==> src/rtl/seq_divider64.sv <==
// seq_divider64 - multi-cycle unsigned restoring divider, one quotient bit per clock.
//
// Ports:
//   clk        system clock, rising edge
//   reset_n    synchronous active-low reset
//   start      request a division (accepted only while ready=1)
//   dividend   unsigned dividend, sampled on the accepting edge
//   divisor    unsigned divisor, sampled on the accepting edge
//   ready      unit idle and able to accept start
//   done       one-cycle pulse, results valid
//   quotient   result quotient (held until next completion)
//   remainder  result remainder (held until next completion)
//   divByZero  last accepted divisor was zero
//
// state  | meaning
// -------+-----------------------------------------------------------
// S_IDLE | ready=1, waiting for start
// S_RUN  | one shift-subtract iteration per edge, WIDTH edges total
// S_DONE | done=1 for one cycle, results valid; returns to S_IDLE

module seq_divider64 #(
  parameter int WIDTH = 64
) (
  input  logic             clk,
  input  logic             reset_n,
  input  logic             start,
  input  logic [WIDTH-1:0] dividend,
  input  logic [WIDTH-1:0] divisor,
  output logic             ready,
  output logic             done,
  output logic [WIDTH-1:0] quotient,
  output logic [WIDTH-1:0] remainder,
  output logic             divByZero
);

  localparam int CW = (WIDTH > 2) ? $clog2(WIDTH) : 1;

  typedef enum logic [1:0] {S_IDLE, S_RUN, S_DONE} state_t;

  state_t           r_state;
  state_t           w_state_next;

  logic [WIDTH-1:0] r_q;
  logic [WIDTH-1:0] r_d;
  // The partial remainder is always < divisor, so its top bit is always zero
  // and only WIDTH bits are stored; the WIDTH+1 bit trial value T keeps the
  // shifted-out bit so a divisor with its MSB set cannot overflow.
  logic [WIDTH-1:0] r_rem;
  logic [CW-1:0]    r_cnt;

  logic [WIDTH-1:0] r_quot;
  logic [WIDTH-1:0] r_rem_out;
  logic             r_dbz;

  logic [WIDTH:0]   w_t;
  logic [WIDTH+1:0] w_sum;
  logic             w_no_borrow;
  logic [WIDTH-1:0] w_rem_next;
  logic [WIDTH-1:0] w_q_next;
  logic             w_unused_diff_msb;

  // T - {0,D} as T + ~{0,D} + 1; the extra top bit captures the carry-out.
  assign w_t         = {r_rem, r_q[WIDTH-1]};
  assign w_sum       = {1'b0, w_t} + {1'b0, ~{1'b0, r_d}} + {{(WIDTH+1){1'b0}}, 1'b1};
  assign w_no_borrow = w_sum[WIDTH+1];
  // When no borrow occurs the difference is < D, so its bit WIDTH is zero.
  assign w_unused_diff_msb = w_sum[WIDTH];
  assign w_rem_next  = w_no_borrow ? w_sum[WIDTH-1:0] : w_t[WIDTH-1:0];
  assign w_q_next    = {r_q[WIDTH-2:0], w_no_borrow};

  always_ff @(posedge clk) begin
    if (!reset_n) r_state <= S_IDLE;
    else          r_state <= w_state_next;
  end

  always_comb begin
    w_state_next = r_state;
    ready        = 1'b0;
    done         = 1'b0;
    case (r_state)
      S_IDLE: begin
        ready = 1'b1;
        if (start) w_state_next = (divisor == '0) ? S_DONE : S_RUN;
      end
      S_RUN: begin
        if (r_cnt == '0) w_state_next = S_DONE;
      end
      S_DONE: begin
        done         = 1'b1;
        w_state_next = S_IDLE;
      end
      default: w_state_next = S_IDLE;
    endcase
  end

  always_ff @(posedge clk) begin
    if (!reset_n) begin
      r_q       <= '0;
      r_d       <= '0;
      r_rem     <= '0;
      r_cnt     <= '0;
      r_quot    <= '0;
      r_rem_out <= '0;
      r_dbz     <= 1'b0;
    end else begin
      case (r_state)
        S_IDLE: begin
          if (start) begin
            if (divisor == '0) begin
              r_quot    <= '1;
              r_rem_out <= dividend;
              r_dbz     <= 1'b1;
            end else begin
              r_q   <= dividend;
              r_d   <= divisor;
              r_rem <= '0;
              r_cnt <= CW'(WIDTH - 1);
            end
          end
        end
        S_RUN: begin
          r_q   <= w_q_next;
          r_rem <= w_rem_next;
          r_cnt <= r_cnt - 1'b1;
          if (r_cnt == '0) begin
            r_quot    <= w_q_next;
            r_rem_out <= w_rem_next;
            r_dbz     <= 1'b0;
          end
        end
        default: ;
      endcase
    end
  end

  assign quotient  = r_quot;
  assign remainder = r_rem_out;
  assign divByZero = r_dbz;

endmodule

==> config.mk <==
export PLATFORM = sky130hd
export DESIGN_NAME = seq_divider64
export DESIGN_NICKNAME = d
export VERILOG_FILES = /design/src/rtl/seq_divider64.sv
export SDC_FILE = /design/constraint.sdc
export NUM_CORES = 1
export LEC_CHECK = 0
export ABC_CLOCK_PERIOD_IN_PS = 3000
export CAP_MARGIN = 20
export CORE_MARGIN = 1
export CORE_UTILIZATION = 33
export CTS_CLUSTER_DIAMETER = 60
export DETAILED_ROUTE_END_ITERATION = 6
export PLACE_DENSITY_LB_ADDON = 0.2
export SETUP_SLACK_MARGIN = 0.2
export SYNTH_ARGS = -nofsm -noshare
export SYNTH_HDL_FRONTEND = slang
export SYNTH_SLANG_ARGS = --single-unit
==> constraint.sdc <==
create_clock -name clk -period 3 [get_ports clk]
set_input_delay 0.6 -clock clk [delete_from_list [all_inputs] [get_ports clk]]
set_output_delay 0.6 -clock clk [all_outputs]
set_load 0.01 [all_outputs]
# Yosys cells after proc, flatten, opt, wreduce, memory -nomap -nowiden
# Cells that the tools add are included.
# totals
output_inout_bits	131
latchBits	0
mem_count	0
elab_cells	55
ramBits	0
romBits	0
ff_bits	329
# op_classes
reduce_logical	8
magnitude_cmp	0
addsub	3
mux	28
bitwise_logic	2
eq_ne	6
shift	0
multipliers	0
div_mod_pow	0
# op_table
op	count
2-to-1 mux 64 bit	11
one-hot mux 64 bit (2 select lines)	4
adder 65 x 65 -> 66 bit	1
adder 66 x 1 -> 66 bit, second input constant	1
inverter 64 -> 65 bit	1
logical NOT 64 bit	1
2-to-1 mux 6 bit	2
one-hot mux 6 bit (2 select lines)	1
inequality test 2 bit, second input constant	4
logical NOT 6 bit	1
2-to-1 mux 2 bit	3
AND reduction 3 bit	2
subtractor 6 x 1 -> 6 bit, second input constant	1
2-to-1 mux 1 bit	5
one-hot mux 2 bit (2 select lines)	1
AND reduction 4 bit	1
equality test 2 x 1 -> 1 bit, second input constant	1
equality test 2 bit, second input constant	1
logical NOT 2 bit	1
one-hot mux 1 bit (2 select lines)	1
AND reduction 2 bit	1
nonzero test 2 bit	1
inverter 1 bit	1

# Depth between registers and ports, before layout
# Gate-level depths: netlist of the first run.
# logic_depth
depth_word	6
depth_mapped	16
mapped_depth_nobuf	14

# Worst setup path before layout of the first run
# Ideal clock, no wire load.
# synth_timing
path_type	reg2reg
from	reg r_q[63]
to	reg r_rem[58]
slack_ns	0.007
required_time_ns	2.875
t_arrival_ns	2.868
stages_incl_launch_ff	15
path_cell_list	dfxtp_1 > inv_1 > ha_1 > inv_1 > fa_1 > a21oi_1 > o211ai_1 > a211oi_2 > o31ai_4 > a21o_1 > a311oi_2 > o21ai_0 > a21boi_1 > nor4b_1 > nor3_1
# synth_between
elab_chain_len	4
# synth_rtl
element	line	source
start, declared	43	logic [WIDTH-1:0] r_q;
start signal, assigned	114	r_q <= dividend;
start signal, assigned	122	r_q <= w_q_next;
adder 65 x 65 -> 66 bit	64	assign w_sum = {1'b0, w_t} + {1'b0, ~{1'b0, r_d}} + {{(WIDTH+1){1'b0}}, 1'b1};
adder 66 x 1 -> 66 bit	64	
2-to-1 mux 64 bit	68	assign w_rem_next = w_no_borrow ? w_sum[WIDTH-1:0] : w_t[WIDTH-1:0];
one-hot mux 64 bit (2 select lines)	106	case (r_state)
end signal, assigned	123	r_rem <= w_rem_next;
end, declared	48	logic [WIDTH-1:0] r_rem;
# No other way between the ends.
# A chain may end at the register's enable or synchronous reset.

# Final worst setup path of the first run
# layout_timing
from	reg r_d[1]
to	reg r_rem_out[37] (netlist: remainder[37])
# layout_between
elab_chain_len	6
# layout_rtl
element	line	source
start, declared	44	logic [WIDTH-1:0] r_d;
start signal, assigned	115	r_d <= divisor;
inverter 64 -> 65 bit	64	
adder 65 x 65 -> 66 bit	64	
adder 66 x 1 -> 66 bit	64	
2-to-1 mux 64 bit	68	
2-to-1 mux 64 bit	125	if (r_cnt == '0) begin
one-hot mux 64 bit (2 select lines)	106	
end signal, assigned	111	r_rem_out <= dividend;
end signal, assigned	127	r_rem_out <= w_rem_next;
end, declared	52	logic [WIDTH-1:0] r_rem_out;
# No other way between the ends. The select of a mux whose other input is x is not followed.

==> results of run 1 <==
-- sequential cells by signal, indices dropped and copies added, names as in the netlist --
| name | cells |
|---|---|
| r_cnt | 6 |
| r_q | 64 |
| r_rem | 64 |
| r_d | 64 |
| quotient | 64 |
| divByZero | 1 |
| remainder | 64 |
| r_state | 2 |
-- area by class of cell --
class / instances / area share, %
inverter: 96 / 1.26
sequential: 329 / 23.2
multi-input combinational: 1525 / 43.6
tap: 688 / 3.01
clock buffer: 57 / 4.07
timing repair buffer: 739 / 24.2
clock inverter: 14 / 0.686
-- report_power, final --
part	internal, mW	switching, mW
logic	9.13	8.91
clock network	3.05	2.03
registers	4.91	0.513
-- metrics by stage --
| step | worst slack, ns | util (%) |
|---|---|---|
| 6_report | -0.198 | 54.0 |
| 5_1_grt | -0.279 | 54.0 |
| 4_1_cts | -0.270 | 51.9 |
| 3_5_place_dp | -0.660 | 45.6 |
| 3_3_place_gp | -0.664 | 45.6 |
| 2_1_floorplan | 0.151 | - |
-- critical path, stage by stage, from the launching register on --
cell and delay (ns):
dfxtp_2 0.32, inv_2 0.07, ha_4 0.19, nor2b_4 0.12, o2111a_2 0.27, o211a_1 0.26
a221oi_4 0.25, buf_4 0.18, buf_6 0.09, nand4b_1 0.13, buf_4 0.16, and2_4 0.15
buf_6 0.11, a21boi_4 0.19, xnor2_4 0.13, a211oi_4 0.35, o21ai_1 0.11
-- cell usage in the layout, fill, tap and decap left out, drive strengths merged, types with 15 or more instances in the layout --
master         synthesis  layout
a21boi                82      82
a21o                  24      24
a21oi                149     149
a31o                  32      34
and2                  39      39
buf                   31     476
clkbuf               132      60
clkdlybuf4s50          0     232
dfxtp                329     329
dlymetal6s2s           0      15
ha                    66      66
inv                   96      98
mux2i                102     102
nand2                328     328
nand3                 25      25
nand4                 24      24
nor2                  69      69
nor3                  24      24
nor4                  24      24
o211a                 63      63
o211ai                49      49
o21ai                131     131
o221a                 62      62
or3                   16      16
xnor2                 35      35
xor2                  25      25
-- metal layers --
metal / global-route usage (%) / routed length (um) / vias to the layer above
met1: 37.1 / 34400 / 8894
met4: 5.83 / 1490 / 2
met3: 5.26 / 5020 / 87
met5: 0 / 12 / -
li1: - / - / 8884
met2: 38.0 / 30900 / 537
-- cells by family (layout without fill, tap and decap cells) --
logic type	count (synthesis)	count (layout)	synth area share [%]
fa+ha+maj	67	67	4.74
flops	329	329	36.9
simple gates	596	596	15.2
xor+xnor	60	60	2.94
compound gates	697	699	28.6
buf+inv	259	906	5.85
mux	103	103	5.78
-- repair_timing --
action	in CTS	in global routing
cloned	13	0
hold buffers	0	0
pin swaps	95	111
setup endpoints to repair	324	237
buffers inserted	38	21
resized for setup	301	246
-- path summary, 6_finish.rpt --
check              start            end  slack, ns  cells after the start
min          divisor[11]        r_d[11]       0.35                      3
max reg2reg       r_d[1]  remainder[37]      -0.20                     16
min reg2reg      r_d[45]        r_d[45]       0.45                      2
max               r_d[1]  remainder[37]      -0.20                     16
-- synth_stat cells (4+ instances only) --
| library cell | count | area [sq um] |
|---|---|---|
| dfxtp_1 | 329 | 6590 |
| nand2_1 | 327 | 1230 |
| a21oi_1 | 144 | 721 |
| clkbuf_1 | 132 | 495 |
| o21ai_0 | 106 | 531 |
| mux2i_1 | 102 | 1020 |
| inv_1 | 95 | 357 |
| a21boi_0 | 73 | 548 |
| nor2_1 | 69 | 259 |
| ha_1 | 66 | 826 |
| o211a_1 | 63 | 631 |
| o221a_2 | 62 | 698 |
| o211ai_1 | 49 | 368 |
| and2_1 | 39 | 244 |
| xnor2_1 | 35 | 307 |
| a31o_1 | 29 | 254 |
| nand3_1 | 25 | 125 |
| o21ai_1 | 25 | 125 |
| xor2_1 | 25 | 219 |
| a21o_1 | 24 | 180 |
| nand4_1 | 24 | 150 |
| nor3_1 | 24 | 120 |
| nor4_1 | 23 | 144 |
| or3_1 | 16 | 100 |
| o21a_1 | 14 | 105 |
| buf_2 | 13 | 65.1 |
| nor2b_1 | 13 | 81.3 |
| o21bai_1 | 12 | 90.1 |
| a31oi_1 | 11 | 68.8 |
| and3_1 | 10 | 62.6 |
| buf_1 | 10 | 37.5 |
| a21boi_1 | 9 | 67.6 |
| nand2b_1 | 9 | 56.3 |
| a211oi_1 | 7 | 52.6 |
| buf_6 | 7 | 78.8 |
| a32o_1 | 6 | 60.1 |
| a21oi_2 | 5 | 43.8 |
| o311ai_1 | 5 | 43.8 |
| a211o_1 | 4 | 35.0 |
| a221o_1 | 4 | 40.0 |
| a22oi_1 | 4 | 30.0 |
| o31ai_1 | 4 | 30.0 |
| or4_1 | 4 | 30.0 |
==> results by group, run 1 <==
Global routing
  • Gr ovfl total: 0
  • First-pass GRT wire length: 108000 um
  • Initial antenna violation count: 1
  • Largest net degree at the start of global routing: 141
  • Number of global-route vias before repair: 17984
  • All-Layer GR Usage: 25.5%

Timing
  • Min cycle time layout: 3.20 ns
  • Fmax: 0.313 GHz
  • Setup-failing EPs final: 86
  • Fin crit share: 107%
  • Final hold violations: 0
  • Max Slew Vio Count: 0
  • Skew final: 0.0212 ns
  • Minimum hold slack: 0.349 ns
  • RSZ-0062 raised after global routing: true
  • Total negative setup slack: -5.52 ns
  • Worst slew pin tran: 1.15 ns
  • Fin worst setup slack: -0.198 ns
  • Worst slew margin: 23.2%

Routing
  • Vias/cell: 5.34
  • ANT nets after route: 0
  • Avg WL per Cell: 20.9 um
  • Vias: 18404
  • Total wire length: 71900 um
  • Post-route DRC: 0
  • First-pass iteration count of the detailed router: 5
  • Initial DRC Count: 1360

Final layout
  • ANT cells: 0
  • Final Cell Area: 0.0286 sq mm
  • Fin cells: 3448
  • # nets final: 2929
  • Multi-input gate area: 0.0125 sq mm
  • Layout cells sized above 1: 34.7%
  • Register area: 0.00663 sq mm
  • Area Overhead vs Synth: 60.3%
  • Fillers: 4846

Critical path
  • CP required: 3.45 ns
  • CP Capture Type: register
  • Crit Path Max Fanout: 2
  • Crit Path Category: reg -> reg
  • CP startpoint kind: register
  • Crit path DAT: 3.65 ns

Yosys
  • Sequential cell area fraction in the yosys report: 36.9%
  • Share of synthesized registers carrying an async set or reset: 0%
  • Synth Warn #: 0
  • Main synth FF type: dfxtp_1
  • Syn Inst Count: 2111
  • Yosys cell types: 79
  • Synthesized area: 0.0179 sq mm
  • Number of synthesized flops with an enable pin: 0
  • Post-Syn Area per Cell: 8.46 sq um
  • Syn Nets: 2309
  • Yosys reg bits: 329

Floorplan
  • Die width: 235 um
  • Die area: 0.0550 sq mm
  • Die Span Y: 235 um
  • Initial core utilization: 33.7%
  • Core area: 0.0530 sq mm
  • I/O pin total: 262
  • Row count: 84

Power
  • Pwr per Cell Area: 998 mW/mm^2
  • Maximum vdd ir drop: 0.477 mV
  • Total chip power: 28.5 mW
  • Static leakage: 12.3 nW

Hold path
  • Hold WC Path Type: in -> reg

Place
  • Port bufs: 261
  • Placed cell areas: 0.0242 sq mm
  • DP HPWL: 51000 um
  • Placed cell count: 3305
  • Routability cong.: 0.922

Clock network
  • TritonCTS Buffers: 40
  • CTS Sinks: 329
  • Worst skew pair latency: 0.57 ns
  • TritonCTS clock tree: built
  • Clock Tree Buf Depth: 3
  • Clk slew on worst S/H paths: 0.06 ns
  • Htree depth: 2
  • Root buf cell: clkbuf_16

Run status
  • Failing checks: setup timing
  • Status: finished with violations

Flow run
  • MaxCap Viol Count: 0
Power figures use the tool's default switching activity.
==> inputs of run 2 (changes only) <==
ABC_CLOCK_PERIOD_IN_PS = 4100   (was 3000)
clock period = 4.1 ns   (was 3 ns; I/O delays follow)
==> results by group, run 2 (synthesized netlist as in run 1, its figures left out) <==
Run status
  • Status: complete, no violations

Routing
  • Post-route DRC: 0 (unchanged)
  • ANT nets after route: 0 (unchanged)
  • Vias/cell: 5.40 (+1.1%)
  • Total wire length: 62300 um (-13%)
  • First-pass iteration count of the detailed router: 5 (unchanged)
  • Avg WL per Cell: 20.5 um (-1.8%)
  • Initial DRC Count: 1285 (-5.5%)
  • Vias: 16411 (-11%)

Global routing
  • First-pass GRT wire length: 94400 um (-13%)
  • Initial antenna violation count: 1 (unchanged)
  • Gr ovfl total: 0 (unchanged)
  • Largest net degree at the start of global routing: 138 (-2.1%)
  • All-Layer GR Usage: 22.2% (-3.2 points)
  • Number of global-route vias before repair: 15773 (-12%)

Timing
  • Fin crit share: 90.0% (-17 points)
  • Setup-failing EPs final: 0 (-100%)
  • Worst slew pin tran: 1.02 ns (-0.127 ns)
  • Total negative setup slack: 0 ns (+5.52 ns)
  • Final hold violations: 0 (unchanged)
  • Minimum hold slack: 0.464 ns (+0.115 ns)
  • Worst slew margin: 31.9% (+8.8 points)
  • Min cycle time layout: 3.69 ns (+0.494 ns)
  • Skew final: 0.0139 ns (-0.00726 ns)
  • RSZ-0062 raised after global routing: false
  • Max Slew Vio Count: 0 (unchanged)
  • Fmax: 0.271 GHz (-13%)

Power
  • Clock share of power: 23.6% (+5.8 points)
  • Maximum vdd ir drop: 0.345 mV (-28%)
  • P_sw: 6.20 mW (-46%)
  • Seq pwr share: 26.1% (+7.1 points)
  • Static leakage: 9.48 nW (-23%)
  • Sw Share: 41.2% (+1.1 points)
  • Logic pwr share: 50.3% (-13 points)
  • Int Pwr: 8.84 mW (-48%)
  • Pwr per Cell Area: 663 mW/mm^2 (-34%)

Floorplan
  • Row count: 84 (unchanged)
  • Die area: 0.0550 sq mm (unchanged)
  • Initial core utilization: 33.7% (unchanged)
  • Core area: 0.0530 sq mm (unchanged)
  • Die width: 235 um (unchanged)
  • I/O pin total: 262 (unchanged)
  • Die Span Y: 235 um (unchanged)

Final layout
  • Layout cells sized above 1: 10.0% (-25 points)
  • # nets final: 2522 (-14%)
  • Final Cell Area: 0.0227 sq mm (-21%)
  • Most frequent cells in the layout: dfxtp_1, nand2_1, clkdlybuf4s50_1, a21oi_1, o21ai_0
  • Area Overhead vs Synth: 27.2%
  • Most common library cell in the layout ignoring fill and taps: dfxtp_1
  • Fin util: 42.9% (-11 points)

Critical path
  • Worst Reg2Reg Path Length in Cells: 13 (-3)
  • Crit path DAT: 4.12 ns (+0.47 ns)
  • Worst R2R End: remainder[37]
  • R2R setup slack: 0.41 ns (+0.61 ns)
  • R2R Path Start: r_d[28]
  • Crit Path Max Fanout: 13 (+11)
  • CP Capture Type: register
  • Crit Path Category: reg -> reg
  • CP required: 4.52 ns (+1.07 ns)
  • CP startpoint kind: register

Hold path
  • Hold WC Path Type: reg -> reg
  • Hold path cells: 2 (-1)
  • HP Start: r_d[61]
  • End of the worst hold path: r_d[61]

Flow run
  • MaxCap Viol Count: 0 (unchanged)

Clock network
  • Clk slew on worst S/H paths: 0.06 ns (about the same)
  • TritonCTS Buffers: 40 (unchanged)
  • Root buf cell: clkbuf_16
  • Clock Tree Buf Depth: 3 (unchanged)
  • CTS Sinks: 329 (unchanged)
  • Htree depth: 2 (unchanged)
  • Worst skew pair latency: 0.56 ns (about the same)
  • Setup Fix Bufs, Post-CTS: 0 (-100%)
  • TritonCTS clock tree: built

Place
  • Port bufs: 261 (unchanged)
  • DP HPWL: 46400 um (-9.1%)
  • Routability cong.: 0.877 (-4.9%)
  • Placed cell areas: 0.0214 sq mm (-11%)
## run 2: power by group through the flow
stage / registers (mW) / logic (mW) / clock network [mW]
floorplan: 3.91 / 4.70 / 0
CTS: 3.92 / 7.50 / 3.62
global placement: 3.98 / 7.44 / 0
finish: 3.93 / 7.57 / 3.55
detailed placement: 3.99 / 7.44 / 0
global route: 3.97 / 8.21 / 3.75
## run 2: layout make-up
class                   count  area [sq um]
diodes                      1          2.50
flip-flops and latches    329          6590
repair buffers            334          3300
fillers                  5313         30300
well taps                 688           861
clock inverters            16           159
clock buffers              53          1140
inverters                  96           360
multi-input cells        1523         10300
## run 2: worst max-delay path, cell delays in order, from the launching register on
cell,delay (ns)
dfxtp_1,0.33
inv_1,0.08
ha_1,0.39
a21oi_1,0.22
o21ai_0,0.22
o21ai_0,0.21
nand2b_1,0.15
a221o_1,0.32
a31o_2,0.30
a31o_4,0.34
buf_4,0.20
buf_4,0.17
a211oi_1,0.47
o21ai_1,0.14
## run 2: how the worst max path moves through the flow
stage / to / depth (start not counted) / slack, ns / from
after floorplan: r_rem[58] / 14 / 1.11 / r_q[63]
after global placement: r_q[14] / 11 / -0.17 / divisor[32]
after detailed placement: r_q[21] / 11 / -0.23 / divisor[33]
after CTS: r_q[21] / 11 / 0.35 / divisor[33]
after global routing: remainder[37] / 13 / 0.26 / r_d[28]
final: remainder[37] / 13 / 0.41 / r_d[28]
## run 2: what timing repair did
| action | in CTS | in global routing |
|---|---|---|
| hold buffers | 0 | 0 |
| setup endpoints to repair | 0 | 21 |
| resized for setup | 0 | 1 |
## run 2: layer usage
metal	share of wire, %	GRT usage [%]
met1	51	33.3
met2	40	31.3
met3	6.5	5.11
met4	2.4	5.95
met5	0	0
## run 2: metrics by stage
stage / power [mW] / worst slack, ns / std cells
after floorplan: 8.61 / 1.11 / 2111
after global placement: 11.4 / -0.173 / 2970
after detailed placement: 11.4 / -0.227 / 2970
after CTS: 15.0 / 0.351 / 3039
after global routing: 15.9 / 0.256 / 3039
final: 15.0 / 0.408 / 3040
==> inputs of run 3 (changes only) <==
CORE_UTILIZATION = 30   (was 33)
==> results by group, run 3 (synthesized netlist as in run 1, its figures left out) <==
Run status
  • Status: finished with violations
  • Failing checks: DRC

Final layout
  • ANT cells: 0 (-1)
  • Area Overhead vs Synth: 29.2%
  • Fin util: 39.1% (-3.7 points)
  • Layout cells sized above 1: 10.6% (+0.53 points)
  • Fillers: 5930 (+12%)
  • Most frequent cells in the layout: dfxtp_1, nand2_1, clkdlybuf4s50_1, a21oi_1, o21ai_0
  • Most common library cell in the layout ignoring fill and taps: dfxtp_1
  • # nets final: 2535 (+0.52%)

Power
  • Maximum vdd ir drop: 0.369 mV (+6.9%)
  • Static leakage: 9.61 nW (+1.3%)
  • Pwr per Cell Area: 655 mW/mm^2 (-1.2%)

Routing
  • Avg WL per Cell: 20.5 um (-0.15%)
  • Vias: 16568 (+0.96%)
  • Post-route DRC: 1 (+1)
  • First-pass iteration count of the detailed router: 7 (+2)
  • Total wire length: 64200 um (+3.1%)
  • Initial DRC Count: 1316 (+2.4%)
  • ANT nets after route: 0 (unchanged)
  • Vias/cell: 5.28 (-2.2%)

Floorplan
  • Die width: 246 um (+4.8%)
  • Die Span Y: 246 um (+4.8%)
  • Row count: 89 (+6.0%)
  • I/O pin total: 262 (unchanged)
  • Initial core utilization: 30.3% (-3.4 points)
  • Core area: 0.0589 sq mm (+11%)
  • Die area: 0.0605 sq mm (+9.9%)

Critical path
  • CP bufs+invs: 2 (-1)
  • R2R Path Start: r_d[22]
  • Critical Path Source: r_d[22]
  • CP required: 4.56 ns (+0.04 ns)
  • Crit Path Category: reg -> reg
  • CP Capture Type: register
  • CP startpoint kind: register
  • Crit Path Max Fanout: 18 (+5)
  • Crit path max-delay cell type: ha_1
  • Worst-path cell chain: inv_1 > ha_1 > nand4_1 > nor4_2 > o211a_1 > a221oi_2 > nand2_1 > a31o_2 > a31o_4 > buf_12 > mux2i_1 > a21oi_1 > a31o_1
  • CP top delay family: compound AO/OA/AOI/OAI gates
  • Slowest Stage Delay on Critical Path: 0.42 ns (-0.05 ns)
  • Crit path DAT: 4.05 ns (-0.07 ns)

Place
  • Port bufs: 261 (unchanged)
  • Routability cong.: 0.978 (+12%)
  • DP HPWL: 48100 um (+3.7%)
  • Dpl ws: 0.110 ns (+0.337 ns)

Timing
  • Worst slew pin tran: 0.986 ns (-0.0355 ns)
  • Fmax: 0.279 GHz (+2.8%)
  • Min cycle time layout: 3.59 ns (-0.102 ns)
  • Fin crit share: 87.6% (-2.5 points)
  • Fin worst setup slack: 0.510 ns (+0.102 ns)
  • Skew final: 0.0144 ns (+0.000547 ns)
  • Total negative setup slack: 0 ns (unchanged)
  • Final hold violations: 0 (unchanged)
  • Minimum hold slack: 0.464 ns (+0.000582 ns)
  • RSZ-0062 raised after global routing: false
  • Max Slew Vio Count: 0 (unchanged)
  • Setup-failing EPs final: 0 (unchanged)
  • Worst slew margin: 34.3% (+2.4 points)

Clock network
  • Hold Buf Count CTS: 0 (unchanged)
  • Clk slew on worst S/H paths: 0.06 ns (about the same)
  • TritonCTS clock tree: built
  • CTS Sinks: 329 (unchanged)
  • Clock Tree Buf Depth: 3 (unchanged)
  • Htree depth: 2 (unchanged)
  • Root buf cell: clkbuf_16
  • TritonCTS Buffers: 40 (unchanged)
  • Worst skew pair latency: 0.57 ns (about the same)
  • Setup Fix Bufs, Post-CTS: 0 (unchanged)

Global routing
  • Number of global-route vias before repair: 15976 (+1.3%)
  • Largest net degree at the start of global routing: 179 (+30%)
  • First-pass GRT wire length: 97900 um (+3.7%)
  • Gr ovfl total: 0 (unchanged)
  • Initial antenna violation count: 2 (+1)
  • All-Layer GR Usage: 20.8% (-1.5 points)

Hold path
  • Hold WC Path Type: reg -> reg
  • HP Start: remainder[37]

Flow run
  • MaxCap Viol Count: 0 (unchanged)
run 3: changes by cell type in the layout (fill, tap and decap cells not counted), moves of 2 or more:
cell,previous run,this run
buf_4,62,68
bufinv_16,2,4
a2111oi_0,2,0
buf_12,11,18
a2111oi_1,0,2
clkinv_4,2,0
run 3: stage by stage:
| stage | cells | instance area, sq um | power (mW) |
|---|---|---|---|
| floorplan | 2111 | 17900 | 8.61 |
| global placement | 3068 | 21700 | 11.3 |
| detailed placement | 3068 | 21700 | 11.3 |
| CTS | 3139 | 23100 | 15.1 |
| global route | 3139 | 23100 | 16.0 |
| finish | 3139 | 23100 | 15.1 |
run 3: path summary, 6_finish.rpt:
check | cells after the start | to | slack (ns)
worst max-delay path | 13 | remainder[31] | 0.51
worst min-delay path | 2 | remainder[37] | 0.46
worst max register to register | 13 | remainder[31] | 0.51
worst min register to register | 2 | remainder[37] | 0.46
run 3: where the power goes:
group | leakage (nW) | internal, mW | switching [mW] | total [mW]
clock network | 0.673 | 2.22 | 1.50 | 3.72
logic | 6.24 | 3.10 | 4.36 | 7.46
registers | 2.69 | 3.58 | 0.342 | 3.93
run 3: final cells by class:
class	count	area [sq um]	share of cell area, %
multi-input combinational	1523	10300	44.6
sequential	329	6590	28.6
timing repair buffer	347	3490	15.1
clock buffer	53	1140	4.94
tap	773	967	4.19
inverter	96	360	1.56
clock inverter	18	224	0.971
run 3: per-layer routing:
layer  track usage, %  part of all wire (%)  up-vias
li1                 -                     -     8094
met1             30.7                    50     7923
met2             29.4                    41      461
met3             4.94                   6.7       86
met4             5.97                   2.4        4
met5                0                 0.033        -
run 3: what timing repair did:
| action | in CTS | in global routing |
|---|---|---|
| resized for setup | 0 | 2 |
| endpoints found under the hold margin | 0 | 0 |
| endpoints found under the setup margin | 0 | 3 |
run 3: worst register-to-register path, delay by kind of cell, from the launching register on:
kind / cells / cell delay [ns]
fa+ha+maj: 1 / 0.42
mux: 1 / 0.39
buf+inv: 2 / 0.28
simple gates: 3 / 0.83
compound gates: 6 / 1.23
flops: 1 / 0.33
